[src/rtl/wasm_cpu.sv]
// WebAssembly stack-machine core: two-cycle FETCH/EXEC over a wide ROM read, 16-entry typed stack.
// Optional operand type checking is enabled by defining WASM_CPU_TYPECHECK_EN.
module wasm_cpu #(
    parameter int HAS_FPU   = 1,
    parameter int USE_64B   = 1,
    parameter int MEM_DEPTH = 4
) (
    input  logic                 clk,
    input  logic                 reset,
    output logic [63:0]          result,
    output logic [1:0]           result_type,
    output logic                 result_empty,
    output logic [3:0]           trap,
    output logic [MEM_DEPTH:0]   mem_addr,
    output logic [3:0]           mem_extra,
    input  logic [127:0]         mem_data,
    input  logic                 mem_error
);
    localparam int AW = MEM_DEPTH + 1;

    typedef enum logic { S_FETCH, S_EXEC } state_t;
    typedef enum logic [1:0] { TY_I32, TY_I64, TY_F32, TY_F64 } ty_t;
    typedef enum logic [3:0] {
        T_NONE, T_ENDED, T_UNREACH, T_UNKNOWN, T_UNDER, T_OVER, T_TYPE, T_NO64, T_NOFPU, T_MEM
    } trap_t;

    state_t        state_q, state_d;
    logic [AW-1:0] pc_q, pc_d;
    logic [4:0]    sp_q, sp_d;
    trap_t         trap_q, trap_d;
    logic [63:0]   stk_val_q [16];
    logic [1:0]    stk_ty_q  [16];

    logic          wr_en;
    logic [3:0]    wr_idx;
    logic [63:0]   wr_val;
    ty_t           wr_ty;

    logic [7:0]    opcode;
    logic [3:0]    ia, ib, ilen;
    logic          is64, isfpu, known, push, binop, drop, op64, mismatch;
    logic [4:0]    npop;
    logic [63:0]   pval, alu_a, alu_b, alu_r, leb32_v, leb64_v;
    ty_t           pty;
    int unsigned   n32, n64;
    logic          unused_hi;

    // Length of a LEB128 field in bytes 1.. of the fetch: first byte without continuation bit.
    function automatic int unsigned leb_len(input logic [127:0] d, input int unsigned maxlen);
        int unsigned n;
        logic        found;
        n = maxlen;
        found = 1'b0;
        for (int unsigned k = 0; k < 10; k++) begin
            if (k < maxlen && !found && !d[8*k+15]) begin
                n = k + 1;
                found = 1'b1;
            end
        end
        return n;
    endfunction

    function automatic logic [63:0] leb_val(input logic [127:0] d, input int unsigned n);
        logic [63:0] v;
        logic        sgn;
        sgn = d[8*n+6];
        for (int unsigned i = 0; i < 64; i++) begin
            v[i] = (i / 7 < n) ? d[8*(i/7) + 8 + (i%7)] : sgn;
        end
        return v;
    endfunction

    assign opcode    = mem_data[7:0];
    assign unused_hi = ^mem_data[127:88];
    assign ib        = sp_q[3:0] - 4'd1;
    assign ia        = sp_q[3:0] - 4'd2;
    assign alu_a     = stk_val_q[ia];
    assign alu_b     = stk_val_q[ib];

    assign mem_addr     = pc_q;
    assign mem_extra    = 4'd10;
    assign trap         = trap_q;
    assign result_empty = (sp_q == 5'd0);
    assign result       = result_empty ? 64'd0 : stk_val_q[ib];
    assign result_type  = result_empty ? 2'd0 : stk_ty_q[ib];

`ifdef WASM_CPU_TYPECHECK_EN
    logic [1:0] want_ty;
    assign want_ty  = op64 ? 2'd1 : 2'd0;
    assign mismatch = binop && ((stk_ty_q[ia] != want_ty) || (stk_ty_q[ib] != want_ty));
`else
    assign mismatch = 1'b0;
`endif

    always_comb begin
        n32     = leb_len(mem_data, 5);
        n64     = leb_len(mem_data, 10);
        leb32_v = leb_val(mem_data, n32);
        leb64_v = leb_val(mem_data, n64);
        is64 = 1'b0; isfpu = 1'b0; known = 1'b1; push = 1'b0; binop = 1'b0;
        drop = 1'b0; op64 = 1'b0; npop = 5'd0; ilen = 4'd1; pval = '0; pty = TY_I32;
        case (opcode)
            8'h00, 8'h01, 8'h0B: ;
            8'h1A: begin drop = 1'b1; npop = 5'd1; end
            8'h41: begin push = 1'b1; pval = {32'd0, leb32_v[31:0]}; ilen = 4'd1 + 4'(n32); end
            8'h42: begin
                push = 1'b1; is64 = 1'b1; pty = TY_I64; pval = leb64_v; ilen = 4'd1 + 4'(n64);
            end
            8'h43: begin
                push = 1'b1; isfpu = 1'b1; pty = TY_F32; pval = {32'd0, mem_data[39:8]}; ilen = 4'd5;
            end
            8'h44: begin
                push = 1'b1; isfpu = 1'b1; is64 = 1'b1; pty = TY_F64; pval = mem_data[71:8]; ilen = 4'd9;
            end
            8'h6A, 8'h6B, 8'h71, 8'h72, 8'h73: begin binop = 1'b1; npop = 5'd2; end
            8'h7C, 8'h7D, 8'h83, 8'h84, 8'h85: begin
                binop = 1'b1; npop = 5'd2; op64 = 1'b1; is64 = 1'b1;
            end
            default: known = 1'b0;
        endcase

        case (opcode)
            8'h6A, 8'h7C: alu_r = alu_a + alu_b;
            8'h6B, 8'h7D: alu_r = alu_a - alu_b;
            8'h71, 8'h83: alu_r = alu_a & alu_b;
            8'h72, 8'h84: alu_r = alu_a | alu_b;
            default:      alu_r = alu_a ^ alu_b;
        endcase
        if (!op64) alu_r = {32'd0, alu_r[31:0]};
    end

    always_comb begin
        state_d = state_q;
        pc_d    = pc_q;
        sp_d    = sp_q;
        trap_d  = trap_q;
        wr_en   = 1'b0;
        wr_idx  = sp_q[3:0];
        wr_val  = '0;
        wr_ty   = TY_I32;
        if (trap_q == T_NONE) begin
            if (state_q == S_FETCH) begin
                state_d = S_EXEC;
            end else begin
                state_d = S_FETCH;
                // Chain order encodes trap priority; UNREACHABLE/ENDED are the instructions' own effects.
                if (mem_error)                    trap_d = T_MEM;
                else if (USE_64B == 0 && is64)   trap_d = T_NO64;
                else if (HAS_FPU == 0 && isfpu)  trap_d = T_NOFPU;
                else if (!known)                 trap_d = T_UNKNOWN;
                else if (sp_q < npop)            trap_d = T_UNDER;
                else if (mismatch)               trap_d = T_TYPE;
                else if (push && sp_q == 5'd16)  trap_d = T_OVER;
                else if (opcode == 8'h00)        trap_d = T_UNREACH;
                else if (opcode == 8'h0B)        trap_d = T_ENDED;
                else begin
                    pc_d = pc_q + AW'(ilen);
                    if (push) begin
                        wr_en = 1'b1; wr_idx = sp_q[3:0]; wr_val = pval; wr_ty = pty;
                        sp_d = sp_q + 5'd1;
                    end else if (binop) begin
                        wr_en = 1'b1; wr_idx = ia; wr_val = alu_r; wr_ty = op64 ? TY_I64 : TY_I32;
                        sp_d = sp_q - 5'd1;
                    end else if (drop) begin
                        sp_d = sp_q - 5'd1;
                    end
                end
            end
        end
    end

    always_ff @(posedge clk) begin
        if (reset) begin
            state_q <= S_FETCH;
            pc_q    <= '0;
            sp_q    <= '0;
            trap_q  <= T_NONE;
        end else begin
            state_q <= state_d;
            pc_q    <= pc_d;
            sp_q    <= sp_d;
            trap_q  <= trap_d;
        end
    end

    always_ff @(posedge clk) begin
        if (!reset && wr_en) begin
            stk_val_q[wr_idx] <= wr_val;
            stk_ty_q[wr_idx]  <= wr_ty;
        end
    end
endmodule

[config.mk]
export PLATFORM = sky130hd
export DESIGN_NAME = wasm_cpu
export DESIGN_NICKNAME = d
export VERILOG_FILES = /design/src/rtl/wasm_cpu.sv
export SDC_FILE = /design/constraint.sdc
export NUM_CORES = 2
export LEC_CHECK = 0
export ABC_CLOCK_PERIOD_IN_PS = 9400
export CORE_MARGIN = 3
export CORE_UTILIZATION = 40
export CTS_CLUSTER_DIAMETER = 50
export DETAILED_ROUTE_END_ITERATION = 10
export GPL_ROUTABILITY_DRIVEN = 0
export GPL_TIMING_DRIVEN = 0
export PLACE_DENSITY = 0.57
export RECOVER_POWER = 25
export SYNTH_ARGS = -nofsm -noshare
export SYNTH_HDL_FRONTEND = slang
export SYNTH_SLANG_ARGS = --single-unit
[constraint.sdc]
create_clock -name clk -period 9.4 [get_ports clk]
set_input_delay 0.94 -clock clk [delete_from_list [all_inputs] [get_ports clk]]
set_output_delay 0.94 -clock clk [all_outputs]
set_load 0.05 [all_outputs]
Yosys cells after proc, flatten, opt, wreduce, memory -nomap -nowiden:

Memory sizes are Yosys's and may differ from the RTL's.
Cells that the tools add are included.

* $add $sub $neg: 11
* eq/ne operators: 19
* bitwise operators: 8
* multiplexer cells: 190
* reduce and logical (&&, ||, !) cells: 44
* $lt $le $gt $ge: 18

Operators with widths (count)
* 2-to-1 mux 64 bit: 12
* case mux 64 bit (4 select lines): 2
* less-than comparator 3 x 32 -> 1 bit (first input constant): 4
* 2-to-1 mux 32 bit: 4
* 2-to-1 mux 1 bit: 127
* == test 8 x 7 -> 1 bit (second input constant): 11
* 2-to-1 mux 4 bit: 22
* adder 64 bit: 1
* bitwise AND 64 bit: 1
* less-than comparator 1 x 32 -> 1 bit (first input constant): 2
* less-than comparator 2 x 32 -> 1 bit (first input constant): 2
* less-than comparator 4 x 32 -> 1 bit (first input constant): 2
* bitwise OR 64 bit: 1
* subtractor 64 bit: 1
* XOR 64 bit: 1
* adder 32 x 3 -> 32 bit (second input constant): 1
* less-than comparator 32 x 8 -> 1 bit (second input constant): 1
* == test 8 bit (second input constant): 3
* 2-to-1 mux 2 bit: 10
* logical NOT 1 bit: 18
* OR reduction 18 bit: 1
* case mux 4 bit (4 select lines): 1
* 2-to-1 mux 3 bit: 5
* 2-to-1 mux 5 bit: 3
* other kinds (34): 54

* bits in writable memories: 1056
* output and inout bits: 80
* bits in registers: 15
* memories kept: 2

Memory list
* stk_val_q: depth 16, bits a word 64, read ports 2, clocked after memory_dff 0, write ports 1, line 31 `logic [63:0] stk_val_q [16];`
* stk_ty_q: depth 16, bits a word 2, read ports 1, clocked after memory_dff 0, write ports 1, line 32 `logic [1:0] stk_ty_q [16];`

Logic depth before layout (Yosys ltp):

* word-level depth: 41
* mapped depth: 44
* depth with buffers taken out: 27

Least setup slack after synthesis:

No wires, ideal clock.

* path type: register -> register
* start point: register sp_q[0]
* end point: memory stk_val_q[0][56] (data pin)
* library setup time: 0.392 ns
* stages on the path, launching flop included: 41
* slack: -0.471 ns
* required time: 9.008 ns
* arrival time: 9.479 ns
* cell sequence: dfxtp_1 buf_6 buf_12 buf_12 buf_6 buf_6 buf_6 buf_4 buf_4 buf_2 buf_2 buf_2 inv_1 ha_1 buf_4 buf_4 buf_6 buf_4 (+5 left out) nand3_1 nand3b_1 nor3_2 nand2_1 o31ai_1 xnor2_1 ha_1 a21o_1 a21o_1 a21oi_1 o221ai_1 a221oi_1 o31ai_1 a2111o_1 nand2_1 o31ai_1 xnor2_1 o41ai_1

* cells in the longest elaborated chain, start to end: 15
* elaborated cells on any way between the ends: 23

RTL lines
* from (decl): line 29 `logic [4:0] sp_q, sp_d;`
* from (signal assigned): line 181 `sp_q <= sp_d;`
* subtractor 4 x 1 -> 4 bit *: line 75 `assign ib = sp_q[3:0] - 4'd1;`
* net ib[0]: line 40 `logic [3:0] ia, ib, ilen;`
* memory read (16 x 64 bit) *
* subtractor 64 bit, or another cell as far along: line 124 `8'h6B, 8'h7D: alu_r = alu_a - alu_b;`
* case mux 64 bit (4 select lines) *: line 122 `case (opcode)`
* 2-to-1 mux 64 bit *: line 129 `if (!op64) alu_r = {32'd0, alu_r[31:0]};`
* 2-to-1 mux 64 bit *: line 161 `end else if (binop) begin`
* 2-to-1 mux 64 bit *: line 158 `if (push) begin`
* 2-to-1 mux 64 bit *: line 155 `else if (opcode == 8'h0B) trap_d = T_ENDED;`
* 2-to-1 mux 64 bit *: line 154 `else if (opcode == 8'h00) trap_d = T_UNREACH;`
* 2-to-1 mux 64 bit *: line 153 `else if (push && sp_q == 5'd16) trap_d = T_OVER;`
* 2-to-1 mux 64 bit *: line 151 `else if (sp_q < npop) trap_d = T_UNDER;`
* 2-to-1 mux 64 bit *: line 150 `else if (!known) trap_d = T_UNKNOWN;`
* 2-to-1 mux 64 bit *: line 147 `if (mem_error) trap_d = T_MEM;`
* 2-to-1 mux 64 bit *: line 142 `if (state_q == S_FETCH) begin`
* 2-to-1 mux 64 bit *: line 141 `if (trap_q == T_NONE) begin`
* net wr_val[56]: line 36 `logic [63:0] wr_val;`
* to (decl): line 31

The timed path passes the listed nets; every way through them passes the cells marked *.

Worst setup path after layout:

* start point: register sp_q[0]
* end point: memory stk_val_q[6][50] (data pin)

Same word-level chain as after synthesis.

==> reports/metrics.csv <==
stage,metric,value,unit
critical_path,cpMostUsedCell,buf_12,
critical_path,critPathMaxFanout,21,
timing,hold_violations,0,
synth,syn_area,0.0596,mm2
detailed_routing,drtIter0Drc,7627,
run_status,outcome,finished with violations,
timing,setup_ws,117,ps
synth,synth_cell_types,88,
finish,nets,4613,
critical_path,critPathLaunchType,register,
global_route,grt_pass1_vias,41020,
floorplanning,start_util,0.403,
floorplanning,pin_count,211,
synth,synthFlopType,edfxtp_1,
clock_network,cts-buffers-inserted,135,
global_route,antenna_found_initial,9,
finish,regArea,0.0320,mm2
global_route,busiest_layer,met2,
power,pwr-share-seq,0.468,
detailed_routing,drt-total-wl,249000,um
synth,synthCells,3839,
floorplanning,die_area,0.154,mm2
clock_network,cts.sinks,1071,
synth,synth_area_leaders,"edfxtp_1, mux4_2, ha_1",
clock_network,cts_tree,yes,
critical_path,worst_path_max_delay_cell,or4_4,
detailed_routing,wl_per_cell,39.5,um
detailed_routing,drtAntennaViolNets,0,
synth,synthArstFlopShare,0,
power,p_sw,2.67,mW
finish,drive_gt1_frac,0.278,
timing,min_period_over_period,0.988,
floorplanning,fp.dieW,392,um
critical_path,arrival,9870,ps
critical_path,cp.required,9980,ps
critical_path,crit_path_end_kind,register,
global_route,use_met1,0.445,
power,p_clk_frac,0.462,
clock_network,cts-root-buf,clkbuf_16,
power,total_power,11.1,mW
power,switching_share,0.242,
run_status,violations,"capacitance limit, slew limit",
power,peakVddDrop,0.172,mV
clock_network,clk_path_buf_depth,3,
timing,max-slew-margin-rel,-0.853,
timing,tightestPinTransition,2770,ps
synth,synth_edf_count,1056,
timing,max_freq,108,MHz
detailed_routing,viasPerCell,6.86,
synth,yosys.area.top_type,edfxtp_1,
synth,synth.avg_cell_area,15.5,um2
finish,syn2layout_area_growth,19.6,%
placed_design,dpl_cell_area,0.0653,mm2
floorplanning,coreArea,0.148,mm2
finish,design_area,0.0713,mm2
timing,layout_min_cycle_time,9280,ps
floorplanning,die_height,392,um
detailed_routing,first_pass_iters,6,
power,p_int,8.39,mW
synth,synth_seq_cells,1071,
timing,setup_viol,0,
floorplanning,num_rows,141,
global_route,grt_max_degree,32,
finish,multi_input_area,0.0268,mm2
power,power_density,155,mW/mm2
clock_network,cts.clk_slew.worst_paths,50,ps
global_route,grt_use_met3,0.118,
detailed_routing,drcViolationCount,0,
timing,skew,43.0,ps
detailed_routing,num_vias,43342,
placed_design,io_buffers,159,
placed_design,place_ws,-6650,ps
timing,slew_viol_final,465,
placed_design,place.detailed.hpwl,177000,um
synth,yosysWarnings,0,
finish,filler_cell_count,12575,
clock_network,cts_max_level,4,
timing,tns,0,ps
global_route,grt_overflow_total,0,
critical_path,worstSetupPathType,reg -> reg,
global_route,grtUsageMet2,0.449,
synth,synth_top_area_share,0.532,
job,drv_cap,31,
power,combPwrFrac,0.070,
global_route,grt_usage,0.323,
global_route,grt_pass1_wl,337000,um
synth,ys_seq_area_frac,0.537,
critical_path,cp_slowest_stage_delay,680,ps
clock_network,clock_latency,790,ps
power,leakagePower,24.4,nW
hold_path,hp-class,reg -> reg,
-- cell usage after synthesis, types with 36 or more instances --
library cell / n
buf_2: 41
inv_1: 161
nor2_1: 213
nand2_1: 216
a21o_1: 43
a221oi_1: 41
nand3_1: 50
edfxtp_1: 1056
ha_1: 207
xnor2_1: 104
clkbuf_1: 153
o21ai_0: 166
a31oi_1: 41
nor3_1: 43
mux2i_1: 36
mux4_2: 628
a21oi_1: 176
-- state kept, by name, summed over array words and instances (netlist names) --
name	flops
state_q	1
sp_q	5
stk_val_q	1024
stk_ty_q	32
trap	4
mem_addr	5
-- layer usage --
layer / part of all wire / vias up
met4: 0.059 / 2
met1: 0.38 / 22462
met2: 0.41 / 3666
met5: 0.00075 / -
li1: - / 16578
met3: 0.15 / 634
-- power by group through the flow --
stage                     registers, mW  clock network, mW  logic, mW
after global placement             5.28                  0      0.689
final                              5.18               5.11      0.777
after detailed placement           5.28                  0      0.702
after global routing               5.18               5.37      0.790
after CTS                          5.18               5.15      0.749
after floorplan                    5.29                  0      0.361
-- cell type report --
class                      count  area share
clock inverter                87      0.0122
tap                         1930      0.0339
buffer                       246      0.0245
timing repair buffer         300      0.0465
inverter                     162     0.00853
clock buffer                 159      0.0492
antenna                        7    0.000246
sequential                  1071       0.449
multi-input combinational   2356       0.376
-- logic make-up after synthesis --
| family | share of synthesized area |
|---|---|
| buffers and inverters | 0.0309 |
| multiplexers | 0.245 |
| adder cells (fa/ha/maj) | 0.0444 |
| AO/OA/AOI/OAI | 0.0698 |
| flip-flops | 0.537 |
| AND/OR/NAND/NOR | 0.0550 |
| XOR/XNOR | 0.0182 |
| other | 0.000126 |
-- repair_timing --
action                                  4_1_cts  5_1_grt
setup buffers                                51       16
endpoints found under the setup margin     1086      676
hold buffers                                  0        0
pin swaps                                    24       14
gates resized for setup                     285       28
gates cloned                                  1        0
endpoints found under the hold margin         0        0
-- worst max-delay path: cells and delay by family (launching register included) --
family	cells	cell delay (ps)
fa+ha+maj	2	730
buf+inv	21	3680
simple gates	10	2150
mux	1	330
compound gates	5	1080
flops	1	380
xor+xnor	2	500
-- path summary, 6_finish.rpt --
| path | to | depth (start not counted) | slack, ps | startpoint |
|---|---|---|---|---|
| min | mem_addr[3] | 2 | 500 | mem_addr[3] |
| max | stk_val_q[6][50] | 41 | 120 | sp_q[0] |
| min reg2reg | mem_addr[3] | 2 | 500 | mem_addr[3] |
| max reg2reg | stk_val_q[6][50] | 41 | 120 | sp_q[0] |
-- metrics by stage --
step / hold slack [ps] / instances / util
2_1_floorplan: 523 / 3841 / -
3_3_place_gp: 478 / 5930 / 0.431
3_5_place_dp: 488 / 6002 / 0.442
4_1_cts: 495 / 6297 / 0.484
5_1_grt: 510 / 6312 / 0.482
6_report: 496 / 6318 / 0.482
-- cell usage in the layout, fill, tap and decap left out, types with 38 or more instances in the layout --
cell and count:
a21o_1 43, a21oi_1 170, a221oi_1 38, buf_12 63, buf_4 70, clkbuf_1 163, clkbuf_16 144, clkdlybuf4s50_1 148
edfxtp_1 1056, ha_1 204, inv_1 160, mux4_2 628, nand2_1 209, nand3_1 46, nor2_1 206, o21ai_0 156
xnor2_1 102
(Power assumes the default switching activity.)
